File: src/rtl/mux_tree_pipe_pkg.sv
// Shared sizing helpers for the pipelined radix-4 selector tree.
package mux_tree_pkg;

  localparam int MUX_RADIX = 4;

  // Number of radix-4 levels needed to reduce n inputs to one.
  function automatic int clog4(input int n);
    int r;
    int p;
    r = 0;
    p = 1;
    for (int i = 0; i < 16; i++) begin
      if (p < n) begin
        p = p * MUX_RADIX;
        r++;
      end
    end
    return r;
  endfunction

  // Lane count produced by tree level `level`.
  function automatic int lanes_at(input int level, input int channels);
    int span;
    span = MUX_RADIX;
    for (int i = 0; i < level; i++) span = span * MUX_RADIX;
    return (channels + span - 1) / span;
  endfunction

endpackage

File: src/rtl/mux_tree_pipe_mux4_stage.sv
// One registered radix-4 reduction level with valid/ready handshake.
module mux4_stage
  import mux_tree_pkg::*;
#(
  parameter  int IN_LANES  = 4,
  parameter  int WIDTH     = 1,
  parameter  int SEL_IN_W  = 2,
  localparam int OUT_LANES = (IN_LANES + MUX_RADIX - 1) / MUX_RADIX,
  localparam int SEL_USE   = (SEL_IN_W >= 2) ? 2 : 1,
  localparam int SEL_OUT_W = (SEL_IN_W > SEL_USE) ? SEL_IN_W - SEL_USE : 1
) (
  input  logic                             clk,
  input  logic                             rst_n,
  input  logic                             up_valid_i,
  output logic                             up_ready_o,
  input  logic [IN_LANES-1:0][WIDTH-1:0]   up_data_i,
  input  logic [SEL_IN_W-1:0]              up_sel_i,
  input  logic                             up_err_i,
  output logic                             dn_valid_o,
  input  logic                             dn_ready_i,
  output logic [OUT_LANES-1:0][WIDTH-1:0]  dn_data_o,
  output logic [SEL_OUT_W-1:0]             dn_sel_o,
  output logic                             dn_err_o
);

  localparam int PAD = OUT_LANES * MUX_RADIX;

  logic [PAD-1:0][WIDTH-1:0]       pad;
  logic [1:0]                      pick;
  logic [OUT_LANES-1:0][WIDTH-1:0] data_d, data_q;
  logic [SEL_OUT_W-1:0]            sel_d, sel_q;
  logic                            valid_q, err_q;
  logic                            load;

  // A single remaining sel bit leaves the upper pair of each group unreachable.
  if (SEL_USE == 2) begin : g_pick2
    assign pick = up_sel_i[1:0];
  end else begin : g_pick1
    assign pick = {1'b0, up_sel_i[0]};
  end

  if (SEL_IN_W > SEL_USE) begin : g_sel
    assign sel_d = up_sel_i[SEL_IN_W-1:SEL_USE];
  end else begin : g_nosel
    assign sel_d = '0;
  end

  // Partial groups see zeros; an out-of-range request zeroes every lane.
  always_comb begin
    pad = '0;
    pad[IN_LANES-1:0] = up_data_i;
    data_d = '0;
    for (int j = 0; j < OUT_LANES; j++) begin
      if (!up_err_i) data_d[j] = pad[j*MUX_RADIX + int'(pick)];
    end
  end

  assign up_ready_o = !valid_q || dn_ready_i;
  assign load       = up_valid_i && up_ready_o;

  always_ff @(posedge clk or negedge rst_n) begin
    if (!rst_n) begin
      valid_q <= 1'b0;
      data_q  <= '0;
      sel_q   <= '0;
      err_q   <= 1'b0;
    end else if (load) begin
      valid_q <= 1'b1;
      data_q  <= data_d;
      sel_q   <= sel_d;
      err_q   <= up_err_i;
    end else if (dn_ready_i) begin
      valid_q <= 1'b0;
    end
  end

  assign dn_valid_o = valid_q;
  assign dn_data_o  = data_q;
  assign dn_sel_o   = sel_q;
  assign dn_err_o   = err_q;

endmodule

File: src/rtl/mux_tree_pipe.sv
// Pipelined N-to-1 channel selector: radix-4 tree, one register level per
// tree level, elastic valid/ready handshake, out-of-range select flagged.
module mux_tree_pipe
  import mux_tree_pkg::*;
#(
  parameter  int CHANNELS = 32,
  parameter  int WIDTH    = 1,
  localparam int SEL_W    = $clog2(CHANNELS),
  localparam int LEVELS   = clog4(CHANNELS)
) (
  input  logic                      clk,
  input  logic                      rst_n,
  input  logic                      in_valid,
  output logic                      in_ready,
  input  logic [CHANNELS*WIDTH-1:0] in_data,
  input  logic [SEL_W-1:0]          in_sel,
  output logic                      out_valid,
  input  logic                      out_ready,
  output logic [WIDTH-1:0]          out_data,
  output logic                      out_err
);

  logic [CHANNELS-1:0][WIDTH-1:0] in_lanes;
  logic [LEVELS:0]                vld_pipe;
  logic [LEVELS:0]                rdy;
  logic                           err0;
  logic                           unused_sel;

  assign in_lanes         = in_data;
  assign err0             = int'(in_sel) >= CHANNELS;
  assign vld_pipe[0]      = in_valid;
  assign rdy[LEVELS]      = out_ready;
  assign in_ready         = rdy[0];

  for (genvar k = 0; k < LEVELS; k++) begin : g_lvl
    localparam int IN_L = (k == 0) ? CHANNELS : lanes_at(k - 1, CHANNELS);
    localparam int OUT_L = lanes_at(k, CHANNELS);
    localparam int SI_W = SEL_W - 2 * k;
    localparam int SO_W = (SI_W > 2) ? SI_W - 2 : 1;

    logic [IN_L-1:0][WIDTH-1:0]  up_dat;
    logic [SI_W-1:0]             up_sel;
    logic                        up_err;
    logic [OUT_L-1:0][WIDTH-1:0] dat;
    logic [SO_W-1:0]             sel;
    logic                        err;

    if (k == 0) begin : g_head
      assign up_dat = in_lanes;
      assign up_sel = in_sel;
      assign up_err = err0;
    end else begin : g_link
      assign up_dat = g_lvl[k-1].dat;
      assign up_sel = g_lvl[k-1].sel;
      assign up_err = g_lvl[k-1].err;
    end

    mux4_stage #(
      .IN_LANES (IN_L),
      .WIDTH    (WIDTH),
      .SEL_IN_W (SI_W)
    ) u_stage (
      .clk        (clk),
      .rst_n      (rst_n),
      .up_valid_i (vld_pipe[k]),
      .up_ready_o (rdy[k]),
      .up_data_i  (up_dat),
      .up_sel_i   (up_sel),
      .up_err_i   (up_err),
      .dn_valid_o (vld_pipe[k+1]),
      .dn_ready_i (rdy[k+1]),
      .dn_data_o  (dat),
      .dn_sel_o   (sel),
      .dn_err_o   (err)
    );
  end

  // The last level has no select bits left to hand on.
  assign unused_sel = ^g_lvl[LEVELS-1].sel;

  assign out_valid = vld_pipe[LEVELS];
  assign out_data  = g_lvl[LEVELS-1].dat[0];
  assign out_err   = g_lvl[LEVELS-1].err;

endmodule

File: config.mk
export PLATFORM = sky130hd
export DESIGN_NAME = mux_tree_pipe
export DESIGN_NICKNAME = d
export VERILOG_FILES = /design/src/rtl/mux_tree_pipe_pkg.sv /design/src/rtl/mux_tree_pipe_mux4_stage.sv /design/src/rtl/mux_tree_pipe.sv
export SDC_FILE = /design/constraint.sdc
export NUM_CORES = 1
export LEC_CHECK = 0
export BUFFER_PORTS_ARGS = -buffer_cell sky130_fd_sc_hd__buf_2
export CAP_MARGIN = 0
export CORE_MARGIN = 1.5
export CORE_UTILIZATION = 38
export CTS_BUF_LIST = sky130_fd_sc_hd__clkbuf_4 sky130_fd_sc_hd__clkbuf_8 sky130_fd_sc_hd__clkbuf_16
export DETAILED_ROUTE_END_ITERATION = 10
export PLACE_DENSITY = 0.66
export SYNTH_ARGS = -nofsm -noshare
export SYNTH_HDL_FRONTEND = slang
export SYNTH_HIERARCHICAL = 1
export SYNTH_SLANG_ARGS = --single-unit
File: constraint.sdc
create_clock -name clk -period 3.8 [get_ports clk]
set_input_delay 0.76 -clock clk [delete_from_list [all_inputs] [get_ports clk]]
set_output_delay 0.76 -clock clk [all_outputs]
set_load 0.05 [all_outputs]
==> results_tabular.tex, run 1 <==
\begin{tabular}{lr}
\hline
Metric & Value \\
\hline
\multicolumn{2}{l}{\textbf{Run status}} \\
\quad Status & finished clean \\
\multicolumn{2}{l}{\textbf{STA}} \\
\quad Total Neg Setup Slack & 0 ns \\
\quad Final period util & 61.7\% \\
\quad Number of setup violations in the final report & 0 \\
\quad Clock period minus final worst setup slack & 2.34 ns \\
\quad Achievable Freq & 427 MHz \\
\quad Final Hold Vio Count & 0 \\
\quad RSZ-0062 raised after global routing & no \\
\quad Final number of max-transition violations & 0 \\
\quad Worst clock skew & 0.00222 ns \\
\multicolumn{2}{l}{\textbf{Synthesis}} \\
\quad Post-synthesis cell area & 0.00105 mm2 \\
\quad Syn Inst Count & 68 \\
\quad Number of synthesis warnings & 6 \\
\quad Syn avg cell area & 15.5 um2 \\
\multicolumn{2}{l}{\textbf{Clock network}} \\
\quad Quantity of hold-fixing buffers added after cts & 0 \\
\quad Clock latency on the worst-skew pair & 0.29 ns \\
\quad TritonCTS clock tree & done \\
\quad Count of cells resized by post-cts repair & 0 \\
\quad Post-CTS repair timing setup buffer count & 0 \\
\quad Clock buffer count from CTS & 3 \\
\quad Clock slew seen by the registers of the worst setup and hold paths & 0.11 ns \\
\quad CTS H-tree lvls & 1 \\
\quad Cell chosen for the clock root & clkbuf\_4 \\
\quad Number of sinks handled by clock tree synthesis & 21 \\
\quad Number of buffers on the longest clock path & 2 \\
\multicolumn{2}{l}{\textbf{Floorplan}} \\
\quad I/O pins & 45 \\
\quad Initial standard-cell utilization of the core & 41.4\% \\
\quad CORE AREA & 0.00254 mm2 \\
\quad Die outline width & 55.7 um \\
\quad Die area & 0.00310 mm2 \\
\quad Die Y & 55.7 um \\
\quad Number of placement rows & 18 \\
\multicolumn{2}{l}{\textbf{Power}} \\
\quad Proportion of power drawn by the clock network & 19.2\% \\
\quad Net switching fraction of the power & 28.8\% \\
\quad VDD IR max & 0.250 mV \\
\quad Int Power & 0.376 mW \\
\quad Total design power & 0.528 mW \\
\quad Switch Pwr & 0.152 mW \\
\quad Power density normalized to cell area & 400 mW/mm2 \\
\quad Proportion of power drawn by combinational gates & 27.5\% \\
\quad Proportion of power drawn by flip-flops and latches & 53.3\% \\
\quad P\_leak & 0.651 nW \\
\multicolumn{2}{l}{\textbf{Flow run}} \\
\quad Number of violations of the max-capacitance limit & 0 \\
\multicolumn{2}{l}{\textbf{Global routing}} \\
\quad Number of antenna violations at the first check in global routing & 0 \\
\quad Maximum number of pins on one net before global-route repair & 22 \\
\quad Via count of the first global-routing pass & 797 \\
\quad Congestion Overflow GR & 0 \\
\quad First-pass GRT wire length & 3.13 mm \\
\quad Global-route usage over all layers & 12.3\% \\
\multicolumn{2}{l}{\textbf{Setup path}} \\
\quad Crit Path Class & in -> out \\
\quad Arrival time at the worst endpoint & 1.58 ns \\
\quad Crit end category & output pin \\
\quad Biggest fanout along the worst timing path & 4 \\
\quad Crit-path max cell delay & 0.23 ns \\
\quad Worst path cell trace & buf\_2 > nand2b\_4 > nand2b\_1 > nand2b\_1 > buf\_2 \\
\quad Kind of cell adding the most delay to the critical path & simple AND/OR/NAND/NOR gates \\
\quad Kind of start point of the critical path & input port \\
\quad Buffering stage count on the worst path with inverters included & 2 \\
\quad Required time of the worst setup path & 3.04 ns \\
\quad Worst-path cell with the longest stage delay & buf\_2 \\
\multicolumn{2}{l}{\textbf{Placement}} \\
\quad Sum of net half-perimeters after detailed placement & 1.50 mm \\
\quad Final GP Congestion & 0.693 \\
\quad Post-placement cell area & 0.00129 mm2 \\
\quad I/O Buffers & 44 \\
\multicolumn{2}{l}{\textbf{Route}} \\
\quad Number of iterations in the first detailed-routing pass & 3 \\
\quad Antenna Violating Nets Remaining & 0 \\
\quad Final wirelength & 1.73 mm \\
\quad \# DRC & 0 \\
\quad Vias per Instance & 5.31 \\
\quad Vias & 760 \\
\quad Routed wirelength normalized by instance count & 12.1 um \\
\quad Violation count after the first detailed-routing iteration & 7 \\
\multicolumn{2}{l}{\textbf{Final layout}} \\
\quad Number of diodes & 0 \\
\quad Nets@finish & 155 \\
\quad Share of layout cells above drive strength 1 & 60.2\% \\
\quad Layout area overhead & 25.1\% \\
\quad Final cell area excluding filler cells & 0.00132 mm2 \\
\multicolumn{2}{l}{\textbf{Min path}} \\
\quad Worst min-delay path class & in -> async \\
\hline
\end{tabular}
[metal layers]
layer,global-route usage [%],part of all wire [%],vias to the layer above
li1,-,-,348
met4,4.18,1.3,0
met2,23.5,48,44
met1,13.5,39,363
met3,2.33,11,5
met5,0,0,-
[cell type report]
cell class                      instances  area, um2
Tap cell                               30       37.5
Clock buffer                            3       22.5
Multi-Input combinational cell         43        505
Sequential cell                        21        526
Fill cell                             246       1220
Inverter                                1       3.75
Clock inverter                          1       5.00
Timing Repair Buffer                   44        220
[path summary, 6_finish.rpt]
path	start	to	slack, ns	depth (start not counted)
max	out_ready	in_ready	1.46	5
min	rst_n	g_lvl[2].u_stage/dn_valid_o$_DFFE_PN0P_	0.39	1
max reg2reg	g_lvl[2].u_stage/dn_valid_o$_DFFE_PN0P_	g_lvl[0].u_stage/dn_sel_o[2]$_DFFE_PN0P_	2.12	5
min reg2reg	g_lvl[0].u_stage/dn_valid_o$_DFFE_PN0P_	g_lvl[1].u_stage/dn_valid_o$_DFFE_PN0P_	0.51	2
max in group asynchronous	rst_n	g_lvl[0].u_stage/dn_data_o[5]$_DFFE_PN0P_	3.11	1
min in group clk	g_lvl[0].u_stage/dn_valid_o$_DFFE_PN0P_	g_lvl[1].u_stage/dn_valid_o$_DFFE_PN0P_	0.51	2
[state kept, by name (all words and copies together), names as in the netlist]
| name | flops |
|---|---|
| g_lvl.u_stage/dn_err_o | 3 |
| g_lvl.u_stage/dn_sel_o | 4 |
| g_lvl.u_stage/dn_valid_o | 3 |
| g_lvl.u_stage/dn_data_o | 11 |
[power by group through the flow]
stage,Clock [mW],Sequential [mW],Combinational [mW]
finish,0.101,0.282,0.145
global route,0.113,0.288,0.157
CTS,0.105,0.283,0.147
detailed placement,0,0.288,0.147
global placement,0,0.286,0.144
floorplan,0,0.306,0.0845
[layout by cell type (no fill, tap or decap), types with 2 or more instances in the layout]
cell type and instances:
buf_2 44, clkbuf_4 3, mux2_4 2, a22o_1 10, nand2b_1 3, nand2_1 3
mux2_2 6, conb_1 2, mux4_2 10, dfrtp_1 21
[per-stage QoR]
step	hold WS [ns]	worst slack (ns)	util [%]	cells
after floorplan	0.464	1.40	-	69
after global placement	0.479	1.46	50.8	139
after detailed placement	0.489	1.46	50.8	139
after CTS	0.402	1.45	51.9	143
after global routing	0.421	1.41	51.9	143
final	0.388	1.46	51.9	143
No activity file was read; power rests on OpenSTA's default activity.
==> run 2, diff against run 1 <==
PLACE_DENSITY = 0.68   (was 0.66)
clock period = 2.02 ns   (was 3.8 ns; I/O delays follow)
==> run 2 against run 1 <==
Net effect: total power increased by 94%; die area unchanged; final cell count rose by 0.70%; critical path type is now reg -> out; non-clock buffer count grew 1; count of clock-buffer cells in the layout grew 1; largest power group unchanged; worst hold slack worse by 0.35 ns; routed wire length rose by 12%.
==> results_tabular.tex, run 2 (synthesized netlist as in run 1, its figures left out) <==
\begin{tabular}{lr}
\hline
Metric & Value \\
\hline
\multicolumn{2}{l}{\textbf{Global routing}} \\
\quad Global-route usage over all layers & 13.5\% (+1.1 points) \\
\quad Via count of the first global-routing pass & 796 (-0.13\%) \\
\quad Congestion Overflow GR & 0 (unchanged) \\
\quad First-pass GRT wire length & 3.36 mm (+7.3\%) \\
\quad Maximum number of pins on one net before global-route repair & 22 (unchanged) \\
\quad Number of antenna violations at the first check in global routing & 0 (unchanged) \\
\multicolumn{2}{l}{\textbf{STA}} \\
\quad Final worst hold slack & 0.0400 ns (-0.349 ns) \\
\quad Clock period minus final worst setup slack & 1.78 ns \\
\quad RSZ-0062 raised after global routing & no \\
\quad Final period util & 88.3\% \\
\quad Achievable Freq & 560 MHz \\
\quad Number of setup violations in the final report & 0 (unchanged) \\
\quad Total Neg Setup Slack & 0 ns (unchanged) \\
\quad Final number of max-transition violations & 0 (unchanged) \\
\quad Worst clock skew & 0.000999 ns (-0.00122 ns) \\
\quad Final Hold Vio Count & 0 (unchanged) \\
\multicolumn{2}{l}{\textbf{Setup path}} \\
\quad Kind of start point of the critical path & flop \\
\quad Worst path cell trace & nand2b\_4 > nand2b\_1 > nand2b\_2 > buf\_2 \\
\quad RR Startpoint & g\_lvl[2].u\_stage/dn\_valid\_o\$\_DFFE\_PN0P\_ \\
\quad Beginning of the critical path & g\_lvl[2].u\_stage/dn\_valid\_o\$\_DFFE\_PN0P\_ \\
\quad Worst-path cell with the longest stage delay & dfrtp\_2 \\
\quad Biggest fanout along the worst timing path & 4 (unchanged) \\
\quad Arrival time at the worst endpoint & 1.38 ns (-0.20 ns) \\
\quad Crit Path Class & reg -> out \\
\quad Kind of cell adding the most delay to the critical path & flip-flops \\
\quad Crit-path max cell delay & 0.44 ns (+0.21 ns) \\
\quad Buffering stage count on the worst path with inverters included & 1 (-1) \\
\quad Required time of the worst setup path & 1.62 ns (-1.42 ns) \\
\quad Crit end category & output pin \\
\multicolumn{2}{l}{\textbf{Power}} \\
\quad VDD IR max & 0.652 mV (+160\%) \\
\quad Switch Pwr & 0.295 mW (+94\%) \\
\quad Power density normalized to cell area & 767 mW/mm2 (+92\%) \\
\quad Int Power & 0.727 mW (+93\%) \\
\quad Total design power & 1.02 mW (+94\%) \\
\quad Proportion of power drawn by combinational gates & 27.4\% (about the same) \\
\quad Proportion of power drawn by the clock network & 20.6\% (+1.4 points) \\
\quad Net switching fraction of the power & 28.9\% (+0.070 points) \\
\quad P\_leak & 0.656 nW (+0.80\%) \\
\quad Proportion of power drawn by flip-flops and latches & 52.0\% (-1.3 points) \\
\multicolumn{2}{l}{\textbf{Final layout}} \\
\quad Nets@finish & 156 (+0.65\%) \\
\quad Highest-count cells in the layout ignoring fill and taps & 44 x buf\_2, 20 x dfrtp\_1, 10 x mux4\_2, 10 x a22o\_1, 6 x mux2\_2 \\
\quad Commonest non-fill, non-tap cell in the layout & buf\_2 \\
\quad Area used by multi-input combinational logic & 508 um2 (+0.49\%) \\
\quad Number of flip-flops under the largest register name & 11 (unchanged) \\
\quad FF+latch area & 527 um2 (+0.24\%) \\
\quad Number of diodes & 0 (unchanged) \\
\quad Layout area overhead & 26.5\% \\
\quad Share of layout cells above drive strength 1 & 62.3\% (+2.1 points) \\
\quad Fill cell total of the finished layout & 226 (-8.1\%) \\
\multicolumn{2}{l}{\textbf{Clock network}} \\
\quad Cell chosen for the clock root & clkbuf\_4 \\
\quad Number of sinks handled by clock tree synthesis & 21 (unchanged) \\
\quad Number of buffers on the longest clock path & 2 (unchanged) \\
\quad Quantity of hold-fixing buffers added after cts & 0 (unchanged) \\
\quad Count of cells resized by post-cts repair & 0 (unchanged) \\
\quad Clock slew seen by the registers of the worst setup and hold paths & 0.11 ns (about the same) \\
\quad CTS H-tree lvls & 1 (unchanged) \\
\quad Clock buffer count from CTS & 3 (unchanged) \\
\quad Post-CTS repair timing setup buffer count & 0 (unchanged) \\
\quad Clock latency on the worst-skew pair & 0.30 ns (about the same) \\
\quad TritonCTS clock tree & done \\
\multicolumn{2}{l}{\textbf{Floorplan}} \\
\quad Die area & 0.00310 mm2 (unchanged) \\
\quad Initial standard-cell utilization of the core & 41.4\% (unchanged) \\
\quad CORE AREA & 0.00254 mm2 (unchanged) \\
\quad Number of placement rows & 18 (unchanged) \\
\quad Die outline width & 55.7 um (unchanged) \\
\quad I/O pins & 45 (unchanged) \\
\quad Die Y & 55.7 um (unchanged) \\
\multicolumn{2}{l}{\textbf{Route}} \\
\quad Vias & 758 (-0.26\%) \\
\quad Antenna Violating Nets Remaining & 0 (unchanged) \\
\quad Final wirelength & 1.95 mm (+12\%) \\
\quad \# DRC & 0 (unchanged) \\
\quad Routed wirelength normalized by instance count & 13.5 um (+12\%) \\
\quad Violation count after the first detailed-routing iteration & 11 (+4) \\
\quad Vias per Instance & 5.26 (-0.96\%) \\
\quad Number of iterations in the first detailed-routing pass & 3 (unchanged) \\
\multicolumn{2}{l}{\textbf{Placement}} \\
\quad Final GP Congestion & 0.696 (+0.43\%) \\
\quad I/O Buffers & 44 (unchanged) \\
\quad Sum of net half-perimeters after detailed placement & 1.61 mm (+7.6\%) \\
\multicolumn{2}{l}{\textbf{Min path}} \\
\quad Worst min-delay path class & in -> async \\
\multicolumn{2}{l}{\textbf{Flow run}} \\
\quad Number of violations of the max-capacitance limit & 0 (unchanged) \\
\multicolumn{2}{l}{\textbf{Run status}} \\
\quad Status & finished clean \\
\hline
\end{tabular}
==> run 2: power by group through the flow <==
| stage | registers, mW | clock network (mW) | logic (mW) |
|---|---|---|---|
| 3_3_place_gp | 0.538 | 0 | 0.276 |
| 6_report | 0.531 | 0.211 | 0.280 |
| 2_1_floorplan | 0.576 | 0 | 0.160 |
| 5_1_grt | 0.541 | 0.238 | 0.304 |
| 4_1_cts | 0.533 | 0.221 | 0.284 |
| 3_5_place_dp | 0.541 | 0 | 0.284 |
==> run 2: layout make-up <==
| class | count | area share (%) |
|---|---|---|
| repair buffers | 45 | 17.1 |
| well taps | 30 | 2.81 |
| inverters | 1 | 0.281 |
| clock buffers | 4 | 2.25 |
| multi-input cells | 43 | 38.1 |
| flip-flops and latches | 21 | 39.5 |
==> run 2: per-stage QoR <==
stage | instances | setup WS [ns] | area, um2 | util (%)
after floorplan | 69 | 0.0789 | 1060 | -
after global placement | 140 | 0.383 | 1300 | 51.2
after detailed placement | 140 | 0.363 | 1300 | 51.2
after CTS | 144 | 0.218 | 1330 | 52.4
after global routing | 144 | 0.141 | 1330 | 52.4
final | 144 | 0.235 | 1330 | 52.4
==> run 2: routing by layer <==
layer	vias to the layer above	global-route usage, %	routed length (um)
li1	352	-	-
met1	359	16.4	802
met2	45	24.1	942
met3	2	3.72	195
met4	0	2.09	6
met5	-	0	0
==> run 2: worst paths after layout <==
check                           cells past startpoint                                        end  slack (ns)
max in group asynchronous                           1    g_lvl[2].u_stage/dn_valid_o$_DFFE_PN0P_        1.64
min in group clk                                    2    g_lvl[0].u_stage/dn_valid_o$_DFFE_PN0P_        0.31
worst max register to register                      6      g_lvl[0].u_stage/dn_err_o$_DFFE_PN0P_        0.50
worst min-delay path                                1      g_lvl[1].u_stage/dn_err_o$_DFFE_PN0P_        0.04
worst min register to register                      1  g_lvl[0].u_stage/dn_data_o[6]$_DFFE_PN0P_        0.51
worst max-delay path                                4                                   in_ready        0.24
==> run 2: worst reg2reg max path, stage by stage (launching register included) <==
cell and delay [ns]:
dfrtp_2 0.44, nand2b_4 0.08, nand2b_1 0.15, nand2b_2 0.16, nand2_1 0.12, buf_4 0.20, mux2_2 0.27
